### config.mk
export PLATFORM = sky130hd
export DESIGN_NAME = cv32e41s_obi_arbiter
export DESIGN_NICKNAME = d
export VERILOG_FILES = /design/src/rtl/cv32e41s_pkg.sv /design/src/rtl/cv32e41s_obi_arb_id_fifo.sv /design/src/rtl/cv32e41s_obi_arbiter.sv
export SDC_FILE = /design/constraint.sdc
export NUM_CORES = 1
export LEC_CHECK = 0
export BUFFER_PORTS_ARGS = -buffer_cell sky130_fd_sc_hd__clkbuf_2
export CAP_MARGIN = 20
export CORE_AREA = 5 5 121 123
export DETAILED_ROUTE_END_ITERATION = 8
export DIE_AREA = 0 0 126 128
export GPL_ROUTABILITY_DRIVEN = 0
export GPL_TIMING_DRIVEN = 0
export HOLD_SLACK_MARGIN = 0.03
export PLACE_DENSITY = 0.5
export SKIP_CTS_REPAIR_TIMING = 1
export SYNTH_ARGS = -nofsm -noshare
export SYNTH_HDL_FRONTEND = slang
export SYNTH_SLANG_ARGS = --single-unit
export TNS_END_PERCENT = 5
### constraint.sdc
create_clock -name clk -period 2.2 [get_ports clk]
set_input_delay 0.11 -clock clk [delete_from_list [all_inputs] [get_ports clk]]
set_output_delay 0.11 -clock clk [all_outputs]
set_load 0.01 [all_outputs]
### src/rtl/cv32e41s_pkg.sv
// Shared types and helpers for the two-requester OBI arbiter.
package cv32e41s_pkg;

  typedef enum logic {
    OBI_ARB_IDLE   = 1'b0,
    OBI_ARB_LOCKED = 1'b1
  } obi_arb_state_e;

  typedef logic obi_arb_id_t;

  localparam obi_arb_id_t OBI_ID_M0 = 1'b0;
  localparam obi_arb_id_t OBI_ID_M1 = 1'b1;

  // With both requesting, round-robin hands the bus to whoever did not win last.
  function automatic obi_arb_id_t obi_arb_pick(
    input logic        m0_req,
    input logic        m1_req,
    input obi_arb_id_t rr_last,
    input logic        fixed_prio
  );
    if (m0_req && m1_req) begin
      if (fixed_prio) return OBI_ID_M0;
      return (rr_last == OBI_ID_M0) ? OBI_ID_M1 : OBI_ID_M0;
    end
    return m1_req ? OBI_ID_M1 : OBI_ID_M0;
  endfunction

endpackage

### src/rtl/cv32e41s_obi_arb_id_fifo.sv
// In-order FIFO of requester IDs for accepted, not yet answered bus transactions.
module cv32e41s_obi_arb_id_fifo
  import cv32e41s_pkg::*;
#(
  parameter int unsigned DEPTH = 2,
  parameter int unsigned CNT_W = $clog2(DEPTH + 1)
) (
  input  logic              clk,
  input  logic              rst,
  input  logic              push_i,
  input  obi_arb_id_t       push_id_i,
  input  logic              pop_i,
  output obi_arb_id_t       head_o,
  output logic [CNT_W-1:0]  cnt_o,
  output logic              full_o,
  output logic              empty_o
);

  localparam int unsigned PTR_W = (DEPTH > 1) ? $clog2(DEPTH) : 1;

  obi_arb_id_t             mem_q [DEPTH];
  logic [PTR_W-1:0]        wr_ptr_q;
  logic [PTR_W-1:0]        rd_ptr_q;
  logic [CNT_W-1:0]        cnt_q;
  logic                    push_en;
  logic                    pop_en;

  function automatic logic [PTR_W-1:0] next_ptr(input logic [PTR_W-1:0] ptr);
    return (ptr == PTR_W'(DEPTH - 1)) ? '0 : ptr + 1'b1;
  endfunction

  assign full_o  = (cnt_q == CNT_W'(DEPTH));
  assign empty_o = (cnt_q == '0);
  assign cnt_o   = cnt_q;
  assign head_o  = mem_q[rd_ptr_q];

  // A simultaneous pop frees the slot the push would otherwise overflow into.
  assign push_en = push_i && (!full_o || pop_i);
  assign pop_en  = pop_i && !empty_o;

  // NOTE: sequential state uses non-blocking assignments so every register samples pre-edge values.
  always_ff @(posedge clk) begin
    if (rst) begin
      wr_ptr_q <= '0;
      rd_ptr_q <= '0;
      cnt_q    <= '0;
    end else begin
      if (push_en) wr_ptr_q <= next_ptr(wr_ptr_q);
      if (pop_en)  rd_ptr_q <= next_ptr(rd_ptr_q);
      case ({push_en, pop_en})
        2'b10:   cnt_q <= cnt_q + 1'b1;
        2'b01:   cnt_q <= cnt_q - 1'b1;
        default: cnt_q <= cnt_q;
      endcase
    end
  end

  // NOTE: storage is left unreset; an entry is only read after a push has written it.
  always_ff @(posedge clk) begin
    if (push_en) mem_q[wr_ptr_q] <= push_id_i;
  end

endmodule

### src/rtl/cv32e41s_obi_arbiter.sv
// Two-requester OBI address-phase arbiter with outstanding cap and in-order response routing.
module cv32e41s_obi_arbiter
  import cv32e41s_pkg::*;
#(
  parameter int unsigned MAX_OUTSTANDING = 2,
  parameter int unsigned FIXED_PRIO      = 0
) (
  input  logic        clk,
  input  logic        rst,
  input  logic        m0_req_i,
  output logic        m0_gnt_o,
  input  logic [31:0] m0_addr_i,
  input  logic        m0_we_i,
  input  logic [3:0]  m0_be_i,
  input  logic [31:0] m0_wdata_i,
  output logic        m0_rvalid_o,
  output logic [31:0] m0_rdata_o,
  output logic        m0_err_o,
  input  logic        m1_req_i,
  output logic        m1_gnt_o,
  input  logic [31:0] m1_addr_i,
  input  logic        m1_we_i,
  input  logic [3:0]  m1_be_i,
  input  logic [31:0] m1_wdata_i,
  output logic        m1_rvalid_o,
  output logic [31:0] m1_rdata_o,
  output logic        m1_err_o,
  output logic        obi_req_o,
  input  logic        obi_gnt_i,
  output logic [31:0] obi_addr_o,
  output logic        obi_we_o,
  output logic [3:0]  obi_be_o,
  output logic [31:0] obi_wdata_o,
  input  logic        obi_rvalid_i,
  input  logic [31:0] obi_rdata_i,
  input  logic        obi_err_i,
  output logic        protocol_err_o
);

  localparam int unsigned CNT_W = $clog2(MAX_OUTSTANDING + 1);

  obi_arb_state_e   state_q, state_d;
  obi_arb_id_t      sel_q, sel_d;
  obi_arb_id_t      rr_last_q, rr_last_d;
  obi_arb_id_t      bus_sel;
  obi_arb_id_t      head_id;
  logic             bus_req;
  logic             push;
  logic             rsp_pop;
  logic             lock_err;
  logic             sel_req;
  logic             fifo_full;
  logic             fifo_empty;
  logic [CNT_W-1:0] cnt_q;

  assign sel_req = (sel_q == OBI_ID_M1) ? m1_req_i : m0_req_i;

  // NOTE: every always_comb output gets a default first so no path can infer a latch.
  always_comb begin
    state_d   = state_q;
    sel_d     = sel_q;
    rr_last_d = rr_last_q;
    bus_sel   = sel_q;
    bus_req   = 1'b0;
    push      = 1'b0;
    lock_err  = 1'b0;
    case (state_q)
      OBI_ARB_IDLE: begin
        // Full blocks on registered count only, so a same-cycle rvalid cannot unblock.
        if (!fifo_full && (m0_req_i || m1_req_i)) begin
          bus_req = 1'b1;
          bus_sel = obi_arb_pick(m0_req_i, m1_req_i, rr_last_q, FIXED_PRIO != 0);
          if (obi_gnt_i) begin
            push      = 1'b1;
            rr_last_d = bus_sel;
          end else begin
            sel_d   = bus_sel;
            state_d = OBI_ARB_LOCKED;
          end
        end
      end
      OBI_ARB_LOCKED: begin
        if (sel_req) begin
          bus_req = 1'b1;
          if (obi_gnt_i) begin
            push      = 1'b1;
            rr_last_d = sel_q;
            state_d   = OBI_ARB_IDLE;
          end
        end else begin
          lock_err = 1'b1;
          state_d  = OBI_ARB_IDLE;
        end
      end
      default: state_d = OBI_ARB_IDLE;
    endcase
  end

  always_ff @(posedge clk) begin
    if (rst) begin
      state_q   <= OBI_ARB_IDLE;
      sel_q     <= OBI_ID_M0;
      rr_last_q <= OBI_ID_M1;
    end else begin
      state_q   <= state_d;
      sel_q     <= sel_d;
      rr_last_q <= rr_last_d;
    end
  end

  cv32e41s_obi_arb_id_fifo #(
    .DEPTH (MAX_OUTSTANDING),
    .CNT_W (CNT_W)
  ) u_id_fifo (
    .clk       (clk),
    .rst       (rst),
    .push_i    (push && !rst),
    .push_id_i (bus_sel),
    .pop_i     (rsp_pop),
    .head_o    (head_id),
    .cnt_o     (cnt_q),
    .full_o    (fifo_full),
    .empty_o   (fifo_empty)
  );

  assign rsp_pop = obi_rvalid_i && !fifo_empty && !rst;

  assign obi_req_o   = bus_req && !rst;
  assign obi_addr_o  = !obi_req_o ? '0 : (bus_sel == OBI_ID_M1) ? m1_addr_i  : m0_addr_i;
  assign obi_we_o    = !obi_req_o ? '0 : (bus_sel == OBI_ID_M1) ? m1_we_i    : m0_we_i;
  assign obi_be_o    = !obi_req_o ? '0 : (bus_sel == OBI_ID_M1) ? m1_be_i    : m0_be_i;
  assign obi_wdata_o = !obi_req_o ? '0 : (bus_sel == OBI_ID_M1) ? m1_wdata_i : m0_wdata_i;

  assign m0_gnt_o = obi_req_o && obi_gnt_i && (bus_sel == OBI_ID_M0);
  assign m1_gnt_o = obi_req_o && obi_gnt_i && (bus_sel == OBI_ID_M1);

  assign m0_rvalid_o = rsp_pop && (head_id == OBI_ID_M0);
  assign m1_rvalid_o = rsp_pop && (head_id == OBI_ID_M1);
  assign m0_rdata_o  = rst ? '0 : obi_rdata_i;
  assign m1_rdata_o  = rst ? '0 : obi_rdata_i;
  assign m0_err_o    = obi_err_i && !rst;
  assign m1_err_o    = obi_err_i && !rst;

  // A response with nothing outstanding means the bus answered a transaction we never issued.
  assign protocol_err_o = !rst && (lock_err || (obi_rvalid_i && (cnt_q == '0)));

endmodule
==> After elaboration in Yosys (flattened, before gate mapping) <==
Memories as Yosys holds them, arrays and structs flattened. A register that Yosys moved wholly into a read port is not among the register bits.
Index checks and enable logic that the tools add are counted.
{ "totals": {"regBits": 7, "n_memories": 1, "ram_bits": 2, "inputBits": 177, "word_cells": 92, "output_inout_bits": 141} }
{ "op_classes": {"n_reduce_logical": 26, "n_eq_ne": 7, "n_mux": 44, "n_addsub": 4, "bitwise_logic": 4} }
{ "mem_list": {"columns": ["name", "words", "word_bits", "read_ports", "rd_clocked_by_memory_dff", "wr", "line", "text"], "rows": [
  ["u_id_fifo.mem_q", 2, 1, 1, 1, 1, "cv32e41s_obi_arb_id_fifo.sv:21", "obi_arb_id_t mem_q [DEPTH];"]
]} }
{ "op_table": {"columns": ["operator", "n"], "rows": [
  ["32-bit two-way mux", 5],
  ["1-bit two-way mux", 32],
  ["1-bit logical AND", 16],
  ["4-bit two-way mux", 2],
  ["1-bit case mux with 2 select lines", 4],
  ["2-bit != test (second input constant)", 3],
  ["2-bit == test (second input constant)", 2],
  ["1-bit inverter", 4],
  ["2-bit case mux with 2 select lines", 1],
  ["4-bit AND reduction", 1],
  ["1-bit zero test", 3],
  ["1-bit logical OR", 3],
  ["3-bit AND reduction", 1],
  ["1-bit adder (second input constant)", 2],
  ["2-bit by 1-bit adder with 2-bit output (second input constant)", 1],
  ["2-bit by 1-bit == test with 1-bit output (second input constant)", 1],
  ["2-bit zero test", 1],
  ["2-bit by 1-bit != test with 1-bit output (second input constant)", 1],
  ["2-bit nonzero test", 1],
  ["2-bit by 1-bit subtractor with 2-bit output (second input constant)", 1]
]} }

==> Depth between registers and ports, before layout <==
Gate-level depths: netlist (run 1).
{ "depth": {"word_depth": 10, "mapped_depth": 10, "depth_no_buf": 9} }

==> Cells and area by module <==
A second synthesis (run 1) with hierarchy kept.
{ "unflattened": {"hier_cells": 408, "hier_area_um2": 3338.2} }
{ "by_module_without_submodules": {"columns": ["mod", "seq_area_each_um2", "area_each_um2", "instances", "cells_each"], "rows": [
  ["cv32e41s_obi_arbiter", 60.1, 3014.1, 1, 378],
  ["cv32e41s_obi_arb_id_fifo", 160.2, 324.1, 1, 30]
]} }

==> Worst setup path after synthesis (run 1) <==
OpenSTA, ideal clock, no wires.
{ "synth_path": {"kind": "register to register", "start": "reg sel_q", "end": "reg u_id_fifo.cnt_q[1], in the netlist u_id_fifo.cnt_o[1]", "synth_period_minus_slack_ps": 2040, "t_arrival_ps": 1969, "required_ps": 2129, "setup_time_ps": 71, "path_buffers": 0, "path_stages_with_launch": 9, "slack_ps": 160, "cell_sequence": "dfxtp_1 mux2i_1 a211oi_2 nand2_4 inv_2 nand2_1 ha_1 or3_1 a21oi_1"} }
{ "synth_between": {"elab_chain_cells": 7, "elab_cells_between_ends": 9, "cone_classes": "eq/ne: 2; mux: 4; reduce/logical: 3"} }
{ "synth_rtl": {"columns": ["item", "line", "text"], "rows": [
  ["start, declared", "cv32e41s_obi_arbiter.sv:43", "obi_arb_id_t sel_q, sel_d;"],
  ["start signal, assigned", "cv32e41s_obi_arbiter.sv:106", "sel_q <= sel_d;"],
  ["1-bit two-way mux (*)", "cv32e41s_obi_arbiter.sv:56", "assign sel_req = (sel_q == OBI_ID_M1) ? m1_req_i : m0_req_i;"],
  ["1-bit two-way mux (*)", "cv32e41s_obi_arbiter.sv:83", "if (sel_req) begin"],
  ["1-bit case mux with 2 select lines (*)", "cv32e41s_obi_arbiter.sv:67", "case (state_q)"],
  ["1-bit logical AND (*)", "cv32e41s_obi_arbiter.sv:117", ".push_i (push && !rst),"],
  ["1-bit logical AND (*)", "cv32e41s_obi_arb_id_fifo.sv:38", "assign push_en = push_i && (!full_o || pop_i);"],
  ["2-bit by 1-bit == test with 1-bit output / 2-bit == test (equally long branches)", "cv32e41s_obi_arb_id_fifo.sv:50", "case ({push_en, pop_en})"],
  ["2-bit case mux with 2 select lines / 2-bit nonzero test (equally long branches)", null, null],
  ["end signal, assigned", "cv32e41s_obi_arb_id_fifo.sv:51", "2'b10: cnt_q <= cnt_q + 1'b1;"],
  ["end signal, assigned", "cv32e41s_obi_arb_id_fifo.sv:52", "2'b01: cnt_q <= cnt_q - 1'b1;"],
  ["end signal, assigned", "cv32e41s_obi_arb_id_fifo.sv:53", "default: cnt_q <= cnt_q;"],
  ["end, declared", "cv32e41s_obi_arb_id_fifo.sv:24", "logic [CNT_W-1:0] cnt_q;"]
]} }
Mark *: on every way between the ends. The rest lies on a longest branch, timed or not.
A chain may end at the register's enable or synchronous reset.

==> Worst setup path after layout (run 1) <==
{ "layout_path": {"start": "reg u_id_fifo.cnt_q[0], in the netlist u_id_fifo.cnt_o[0]", "end": "out obi_wdata_o[21]"} }
{ "layout_between": {"elab_chain_cells": 7, "elab_cells_between_ends": 10, "cone_classes": "eq/ne: 1; mux: 6; reduce/logical: 3"} }
{ "layout_rtl": {"columns": ["item", "line", "text"], "rows": [
  ["2-bit == test (*)", "cv32e41s_obi_arb_id_fifo.sv:32", "assign full_o = (cnt_q == CNT_W'(DEPTH));"],
  ["1-bit zero test (*)", "cv32e41s_obi_arbiter.sv:70", "if (!fifo_full && (m0_req_i || m1_req_i)) begin"],
  ["1-bit logical AND (*)", "cv32e41s_obi_arbiter.sv:70", null],
  ["1-bit two-way mux", "cv32e41s_obi_arbiter.sv:70", null],
  ["1-bit case mux with 2 select lines / 1-bit two-way mux (equally long branches)", "cv32e41s_obi_arbiter.sv:67", null],
  ["1-bit logical AND / 32-bit two-way mux (equally long branches)", "cv32e41s_obi_arbiter.sv:128, cv32e41s_obi_arbiter.sv:132", null],
  ["32-bit two-way mux (*)", "cv32e41s_obi_arbiter.sv:132", "assign obi_wdata_o = !obi_req_o ? '0 : (bus_sel == OBI_ID_M1) ? m1_wdata_i : m0_wdata_i;"],
  ["end, declared", "cv32e41s_obi_arbiter.sv:33", "output logic [31:0] obi_wdata_o,"]
]} }
Marks and branches as above.

==> Implementation_results.wiki, run 1 <==
{| class="wikitable"
! Metric !! Value
|-
| Status || finished, final reports clean
|-
| Final hold violation count || 0
|-
| Maximum Capacitance Violations || 0
|-
| Required time reported for the critical path endpoint || 2.09 ns
|-
| Final-layout worst hold slack || 0.126 ns
|-
| GRT Util Overall || 0.146
|-
| Setup crit start kind || flip-flop
|-
| First-pass DRT Iterations || 4
|-
| Detailed placer's ending HPWL || approximately 11000 um
|-
| Initial core utilization || 0.171
|-
| Worst hold path startpoint || obi_gnt_i
|-
| Fraction of post-synthesis cell area in the top cell type by area || 0.153
|-
| Synthesized area divided by synthesized cell count || 6.11 sq um
|-
| Count of fill cells added during filler insertion || 1546
|-
| Fraction of final layout cells with drive strength greater than 1 || 0.573
|-
| Post-synthesis net count || 558
|-
| Total placed instance area || ~0.0041 sq mm
|-
| Number of antenna diodes || 0
|-
| P per Cell Area || between 300 and 400 mW/mm^2
|-
| Final worst setup slack || 0.00927 ns
|-
| Overall die width || 126 um
|-
| HP Class || input pin to flip-flop
|-
| Synth Cell Area || about 0.0023 sq mm
|-
| Pin count of the biggest net entering global routing || 11
|-
| Post-detailed-route wirelength per cell || 14.8 um
|-
| Area of the placeable core || 0.0136 sq mm
|-
| Setup Crit Path Kind || flip-flop to output pin
|-
| Drt via density || 4.38
|-
| Distinct cell type count of the synthesized netlist || 39
|-
| Instance count of the mapped netlist || 380
|-
| Std cell rows || 43
|-
| TritonCTS clock tree || built
|-
| RSZ-0062 raised after global routing || true
|-
| Met1 demand-to-capacity share in global routing || 0.160
|-
| Number of synthesized flops with an enable pin || 2
|-
| Synth area leader || sky130_fd_sc_hd__nand3_1
|-
| Height of the die || 128 um
|-
| Area grow syn2layout || 84.9%
|-
| Post-Place Setup Slack || -0.0653 ns
|-
| Number of nets in the finished design || around 880
|-
| Critical R2R Launch || state_q$_SDFF_PP0_
|-
| Clock slew at the register clock pins of the worst setup and hold paths || about 0.04 ns
|-
| Initial drt markers || approximately 140
|-
| Number of top-level pins || 318
|-
| Ys async rst share || 0
|-
| Finished layout cell area || 0.00429 sq mm
|-
| Via count of the first global-routing pass || 3905
|-
| GR Util met3 || 0.0383
|-
| GRT met2 Usage || 0.288
|-
| Number of synthesized register bits || 10
|-
| Residual overflow from global routing || 0
|-
| CTS max path bufs || 2
|-
| Max VDD drop || 0.248 mV
|-
| Clock latency on the worst-skew pair || 0.24 ns
|-
| Maximum fanout encountered on the critical timing path || 10
|-
| Post-detailed-routing wire length || 13100 um
|-
| TritonCTS buffer count || 3
|-
| Cell types occupying the most area after synthesis || sky130_fd_sc_hd__nand3_1 15%, sky130_fd_sc_hd__o21ai_0 14%, sky130_fd_sc_hd__a21oi_1 13%, sky130_fd_sc_hd__buf_4 11%, sky130_fd_sc_hd__nor2b_1 9.2%
|-
| Worst path arrival time || 2.08 ns
|-
| Worst Clk Skew || 0.000819 ns
|-
| Ratio of final minimum period to clock period || 0.996
|-
| Fin. max-slew vios || 0
|-
| Standby leakage power || roughly 2.4 nW
|-
| Global-route wire length before repair || about 20000 um
|-
| Critical path origin || u_id_fifo.cnt_o[0]$_SDFFE_PP0P_
|-
| Port-buffer cells || 316
|-
| Top flip-flop cell by instance count after synthesis || sky130_fd_sc_hd__dfxtp_1
|-
| Setup crit end kind || output pin
|-
| Initial antenna violation count || 0
|-
| Post-layout util || 0.317
|-
| Routing layer with the top usage in global route || met2
|-
| Total vias in the final route || about 3900
|-
| Clock period minus worst slack || 2.19 ns
|-
| CTS sink count || 10
|-
| Fraction of the yosys area taken by sequential cells || 0.0948
|-
| Die Footprint || 0.0161 sq mm
|-
| Least-Margin Pin Slew || 0.506 ns
|-
| Yosys warnings || 0
|-
| Setup Viol. Count Final || 0
|-
| Total number of H-tree levels || 1
|-
| Max transition margin || 0.661
|-
| Number of nets with antenna violations after detailed routing || 0
|-
| Master cell of the clock root buffer || sky130_fd_sc_hd__clkbuf_16
|-
| Fmax || between 400 and 500 MHz
|-
| Remaining routing DRC violations || 0
|}
[per-layer routing]
metal | vias up | share of wire | routed length (um)
met5 | - | 0 | 0
met1 | 1688 | 0.37 | 4830
li1 | 1966 | - | -
met4 | 0 | 0.0080 | 105
met3 | 10 | 0.092 | 1210
met2 | 215 | 0.53 | 6920
[metrics by stage]
step / TNS, ns / cells / total power [mW]
2_1_floorplan: 0 / 380 / 0.743
3_3_place_gp: -0.0705 / 876 / 1.17
3_5_place_dp: -0.0653 / 876 / 1.17
4_1_cts: -5.29 / 880 / 1.50
5_1_grt: -2.72 / 885 / 1.63
6_report: 0 / 885 / 1.51
[sequential cells by signal, summed over array words and instances (netlist names), named ones only]
name                flops
u_id_fifo.mem_q         2
u_id_fifo.cnt_o         2
sel_q                   1
u_id_fifo.rd_ptr_q      1
rr_last_q               1
u_id_fifo.wr_ptr_q      1
state_q                 1
[layout make-up]
class | instances | area, sq um | share of cell area
repair buffers | 321 | 1630 | 0.380
plain buffers | 76 | 498 | 0.116
flip-flops and latches | 10 | 221 | 0.0516
multi-input cells | 290 | 1620 | 0.378
inverters | 4 | 15.0 | 0.00350
well taps | 180 | 225 | 0.0524
clock inverters | 1 | 3.75 | 0.000874
clock buffers | 3 | 75.1 | 0.0175
[final timing paths]
path | to | slack (ns) | cells past startpoint
min reg2reg | u_id_fifo.wr_ptr_q$_SDFFE_PP0P_ | 0.50 | 2
max | obi_wdata_o[21] | 0.009 | 9
max reg2reg | u_id_fifo.cnt_o[1]$_SDFFE_PP0P_ | 0.16 | 9
min | state_q$_SDFF_PP0_ | 0.13 | 2
[cells in the mapped netlist (all sizes together) (4+ instances only)]
library cell / n
clkbuf: 30
buf: 46
dfxtp: 8
nor2b: 35
nand3: 71
o21ai: 73
inv: 4
a21oi: 72
nor2: 11
nand2: 4
[placed cells by master (no fill, tap or decap), types with 3 or more instances in the layout]
| cell type | count |
|---|---|
| sky130_fd_sc_hd__buf_2 | 5 |
| sky130_fd_sc_hd__a21oi_1 | 62 |
| sky130_fd_sc_hd__o21ai_0 | 62 |
| sky130_fd_sc_hd__clkbuf_2 | 328 |
| sky130_fd_sc_hd__inv_1 | 3 |
| sky130_fd_sc_hd__buf_6 | 7 |
| sky130_fd_sc_hd__a21oi_2 | 10 |
| sky130_fd_sc_hd__clkbuf_1 | 14 |
| sky130_fd_sc_hd__nand3_1 | 70 |
| sky130_fd_sc_hd__clkbuf_16 | 3 |
| sky130_fd_sc_hd__o21ai_1 | 11 |
| sky130_fd_sc_hd__buf_4 | 39 |
| sky130_fd_sc_hd__nand2_1 | 3 |
| sky130_fd_sc_hd__nor2b_1 | 34 |
| sky130_fd_sc_hd__dfxtp_1 | 7 |
| sky130_fd_sc_hd__nor2_1 | 10 |
[worst max-delay path, cell delays in order (launching register included)]
cell and delay [ns]:
sky130_fd_sc_hd__dfxtp_1 0.30, sky130_fd_sc_hd__buf_4 0.14, sky130_fd_sc_hd__nand2b_1 0.17, sky130_fd_sc_hd__and3_1 0.17, sky130_fd_sc_hd__buf_2 0.21, sky130_fd_sc_hd__buf_2 0.23, sky130_fd_sc_hd__clkbuf_4 0.23, sky130_fd_sc_hd__o21ai_1 0.10
sky130_fd_sc_hd__a21oi_2 0.14, sky130_fd_sc_hd__clkbuf_2 0.15
[power breakdown]
part	total (mW)	internal (mW)	switching, mW
combinational	0.966	0.448	0.518
sequential	0.214	0.205	0.00888
clock	0.326	0.239	0.0878
total	1.51	0.891	0.615
[cell families after synthesis]
family,count (synthesis),share of synthesized area
multiplexers,2,0.00862
AO/OA/AOI/OAI,153,0.365
flip-flops,10,0.0948
buffers and inverters,80,0.211
XOR/XNOR,3,0.0113
AND/OR/NAND/NOR,131,0.304
adder cells (fa/ha/maj),1,0.00539
Power figures use the tool's default switching activity.
==> run 2: changes to the inputs <==
--- a/config.mk
+++ b/config.mk
@@ -7,15 +7,16 @@
 export LEC_CHECK = 0
 export BUFFER_PORTS_ARGS = -buffer_cell sky130_fd_sc_hd__clkbuf_2
 export CAP_MARGIN = 20
-export CORE_AREA = 5 5 121 123
+export CORE_AREA = 5 5 122 124
 export DETAILED_ROUTE_END_ITERATION = 8
-export DIE_AREA = 0 0 126 128
+export DIE_AREA = 0 0 127 129
 export GPL_ROUTABILITY_DRIVEN = 0
 export GPL_TIMING_DRIVEN = 0
 export HOLD_SLACK_MARGIN = 0.03
-export PLACE_DENSITY = 0.5
+export PLACE_DENSITY = 0.57
 export SKIP_CTS_REPAIR_TIMING = 1
 export SYNTH_ARGS = -nofsm -noshare
 export SYNTH_HDL_FRONTEND = slang
+export SYNTH_HIERARCHICAL = 1
 export SYNTH_SLANG_ARGS = --single-unit
 export TNS_END_PERCENT = 5
==> run 2 against run 1 <==
- the run now ends with negative setup slack left
- count of clock-buffer cells in the layout rose by 1
- synthesized area is 44% higher
- via count up 21%
- largest cell class is now multi-input combinational cells
==> Implementation_results.wiki, run 2 <==
{| class="wikitable"
! Metric !! Value
|-
| Status || complete, but fails checks
|-
| Failing checks || negative setup slack
|-
| Worst hold path startpoint || rst
|-
| RSZ-0062 raised after global routing || true
|-
| Distinct cell type count of the synthesized netlist || 38
|-
| Remaining routing DRC violations || 0
|-
| Fin. max-slew vios || 0
|-
| Final-layout worst hold slack || around 0.15 ns
|-
| Fmax || between 400 and 500 MHz
|-
| Setup Crit Path Kind || flip-flop to output pin
|-
| Top flip-flop cell by instance count after synthesis || sky130_fd_sc_hd__dfxtp_1
|-
| Setup crit end kind || output pin
|-
| Most numerous cell in the Yosys netlist || sky130_fd_sc_hd__o2111ai_1
|-
| Total number of H-tree levels || 1
|-
| Instance count of the mapped netlist || about 410
|-
| Number of top-level pins || 318
|-
| Clock slew at the register clock pins of the worst setup and hold paths || 0.04 ns
|-
| Drt via density || 5.12
|-
| Master cell of the clock root buffer || sky130_fd_sc_hd__clkbuf_16
|-
| Area of the placeable core || 0.0137 sq mm
|-
| Worst path max stage delay || approximately 0.36 ns
|-
| Height of the die || ~130 um
|-
| Total vias in the final route || around 4700
|-
| Setup crit start kind || flip-flop
|-
| Number of nets in the finished design || 918
|-
| Met3 layer wire length in the routed design || 1370 um
|-
| Initial antenna violation count || 2
|-
| Placed Instances || 905
|-
| Post-Place Setup Slack || -0.145 ns
|-
| CTS max path bufs || 2
|-
| Number of standard cells in the layout, taps in and fillers out || slightly above 900
|-
| Post-detailed-routing wire length || 17200 um
|-
| Via count of the first global-routing pass || 4524
|-
| Fraction of final layout cells with drive strength greater than 1 || 0.594
|-
| Detailed placer's ending HPWL || 13500 um
|-
| Initial core utilization || 0.244
|-
| Std cell rows || 43
|-
| Highest metal layer with signal wires || met5
|-
| Worst path arrival time || between 2 and 2.5 ns
|-
| First-pass DRT Iterations || 4
|-
| Initial drt markers || roughly 210
|-
| Number of synthesized register bits || 10
|-
| Final hold violation count || 0
|-
| Port-buffer cells || roughly 320
|-
| Clock period minus worst slack || 2.22 ns
|-
| Ratio of final minimum period to clock period || 1.01
|-
| Number of nets with antenna violations after detailed routing || 0
|-
| Fraction of the yosys area taken by sequential cells || 0.0660
|-
| Max VDD drop || 0.208 mV
|-
| Family with the most delay on the worst path || buffers and inverters
|-
| Routed met1 length || about 6600 um
|-
| Global-route wire length before repair || 23700 um
|-
| Count of fill cells added during filler insertion || ~1500
|-
| Clock latency on the worst-skew pair || 0.24 ns
|-
| Most prevalent standard cell on the critical path || sky130_fd_sc_hd__buf_6
|-
| P per Cell Area || 329 mW/mm^2
|-
| Post-detailed-route wirelength per cell || 18.7 um
|-
| Standby leakage power || 2.93 nW
|-
| Critical path origin || u_id_fifo/cnt_o[0]$_SDFFE_PP0P_
|-
| Slowest cell on the critical path || sky130_fd_sc_hd__or3b_1
|-
| Synthesized area divided by synthesized cell count || 8.18 sq um
|-
| Area grow syn2layout || 67.8%
|-
| Cell types occupying the most area after synthesis || sky130_fd_sc_hd__o2111ai_1 36%, sky130_fd_sc_hd__mux2i_1 21%, sky130_fd_sc_hd__buf_4 7.4%, sky130_fd_sc_hd__nor2b_1 6.6%, sky130_fd_sc_hd__dfxtp_1 4.8%
|-
| Fraction of post-synthesis cell area in the top cell type by area || 0.365
|-
| Number of synthesized flops with an enable pin || 2
|-
| Yosys warnings || 6
|-
| Final worst setup slack || -0.0189 ns
|-
| Ys async rst share || 0
|-
| Summed negative setup slack over all endpoints || -0.0889 ns
|-
| TritonCTS clock tree || built
|-
| Maximum Capacitance Violations || 0
|-
| Least-Margin Pin Slew || 0.517 ns
|-
| Post-synth top cells || 139 x sky130_fd_sc_hd__o2111ai_1, 69 x sky130_fd_sc_hd__mux2i_1, 35 x sky130_fd_sc_hd__clkbuf_1, 35 x sky130_fd_sc_hd__nor2b_1, 33 x sky130_fd_sc_hd__buf_4
|-
| Maximum fanout encountered on the critical timing path || 5
|-
| Sum of met2 wire segment lengths after detailed routing || 8960 um
|-
| Worst Clk Skew || roughly 0.0012 ns
|-
| Synth area leader || sky130_fd_sc_hd__o2111ai_1
|-
| Commonest non-fill, non-tap cell in the layout || sky130_fd_sc_hd__clkbuf_2
|-
| Max transition margin || 0.656
|-
| Pin count of the biggest net entering global routing || 11
|-
| HP Class || input pin to flip-flop
|-
| Commonest cells after routing, fill and taps aside || 264 x sky130_fd_sc_hd__clkbuf_2, 139 x sky130_fd_sc_hd__o2111ai_1, 88 x sky130_fd_sc_hd__buf_2, 61 x sky130_fd_sc_hd__mux2i_1, 38 x sky130_fd_sc_hd__buf_4
|-
| Residual overflow from global routing || 0
|-
| Required time reported for the critical path endpoint || roughly 2.1 ns
|-
| Critical R2R Launch || sel_q$_SDFFE_PP0P_
|-
| Ordered list of cells on the worst path || buf_6 -> nor2_4 -> or3b_1 -> a22oi_2 -> buf_6 -> clkbuf_16 -> buf_12 -> mux2i_2 -> buf_4
|-
| Post-synthesis net count || 586
|-
| GRT Util Overall || 0.181
|-
| Die Footprint || approximately 0.016 sq mm
|-
| CTS sink count || 10
|-
| Total buffers and inverters traversed by the critical path || 5
|-
| TritonCTS buffer count || 3
|-
| Setup Viol. Count Final || 8
|-
| Overall die width || 127 um
|-
| Synth Cell Area || 0.00334 sq mm
|}
[run 2: cell type report]
cell class	instances	area [sq um]	area share
multi-input cells	287	2530	0.452
repair buffers	328	1800	0.321
plain buffers	106	716	0.128
well taps	180	225	0.0402
flip-flops and latches	10	224	0.0400
clock buffers	4	88.8	0.0159
inverters	4	17.5	0.00313
diodes	1	2.50	0.000447
[run 2: routing by layer]
metal | vias to the layer above | GRT usage
li1 | 2334 | -
met1 | 2137 | 0.201
met2 | 219 | 0.343
met3 | 16 | 0.0444
met4 | 2 | 0.0467
met5 | - | 0
[run 2: path summary, 6_finish.rpt]
path                                      to  slack [ns]  depth (start not counted)
max                          obi_wdata_o[31]       -0.02                          9
min          u_id_fifo/cnt_o[0]$_SDFFE_PP0P_        0.15                          2
max reg2reg  u_id_fifo/cnt_o[1]$_SDFFE_PP0P_        0.09                          7
min reg2reg               sel_q$_SDFFE_PP0P_        0.51                          2
[run 2: cells by family after synthesis]
group | synth area share
compound gates | 0.399
buf+inv | 0.200
mux | 0.218
simple gates | 0.105
flops | 0.0660
xor+xnor | 0.00787
fa+ha+maj | 0.00375
[run 2: through the flow]
step                      power, mW  cell area (sq um)  utilization
after CTS                      1.72               5240        0.383
after global placement         1.35               5150        0.377
after floorplan               0.877               3340            -
final                          1.84               5600        0.410
after global routing           1.96               5600        0.410
after detailed placement       1.34               5150        0.377
[run 2: power by group]
| part | internal [mW] | switching, mW | leakage, nW |
|---|---|---|---|
| clock network | 0.274 | 0.0929 | 0.0442 |
| logic | 0.621 | 0.650 | 2.80 |
| registers | 0.198 | 0.00725 | 0.0852 |
| total | 1.09 | 0.750 | 2.93 |
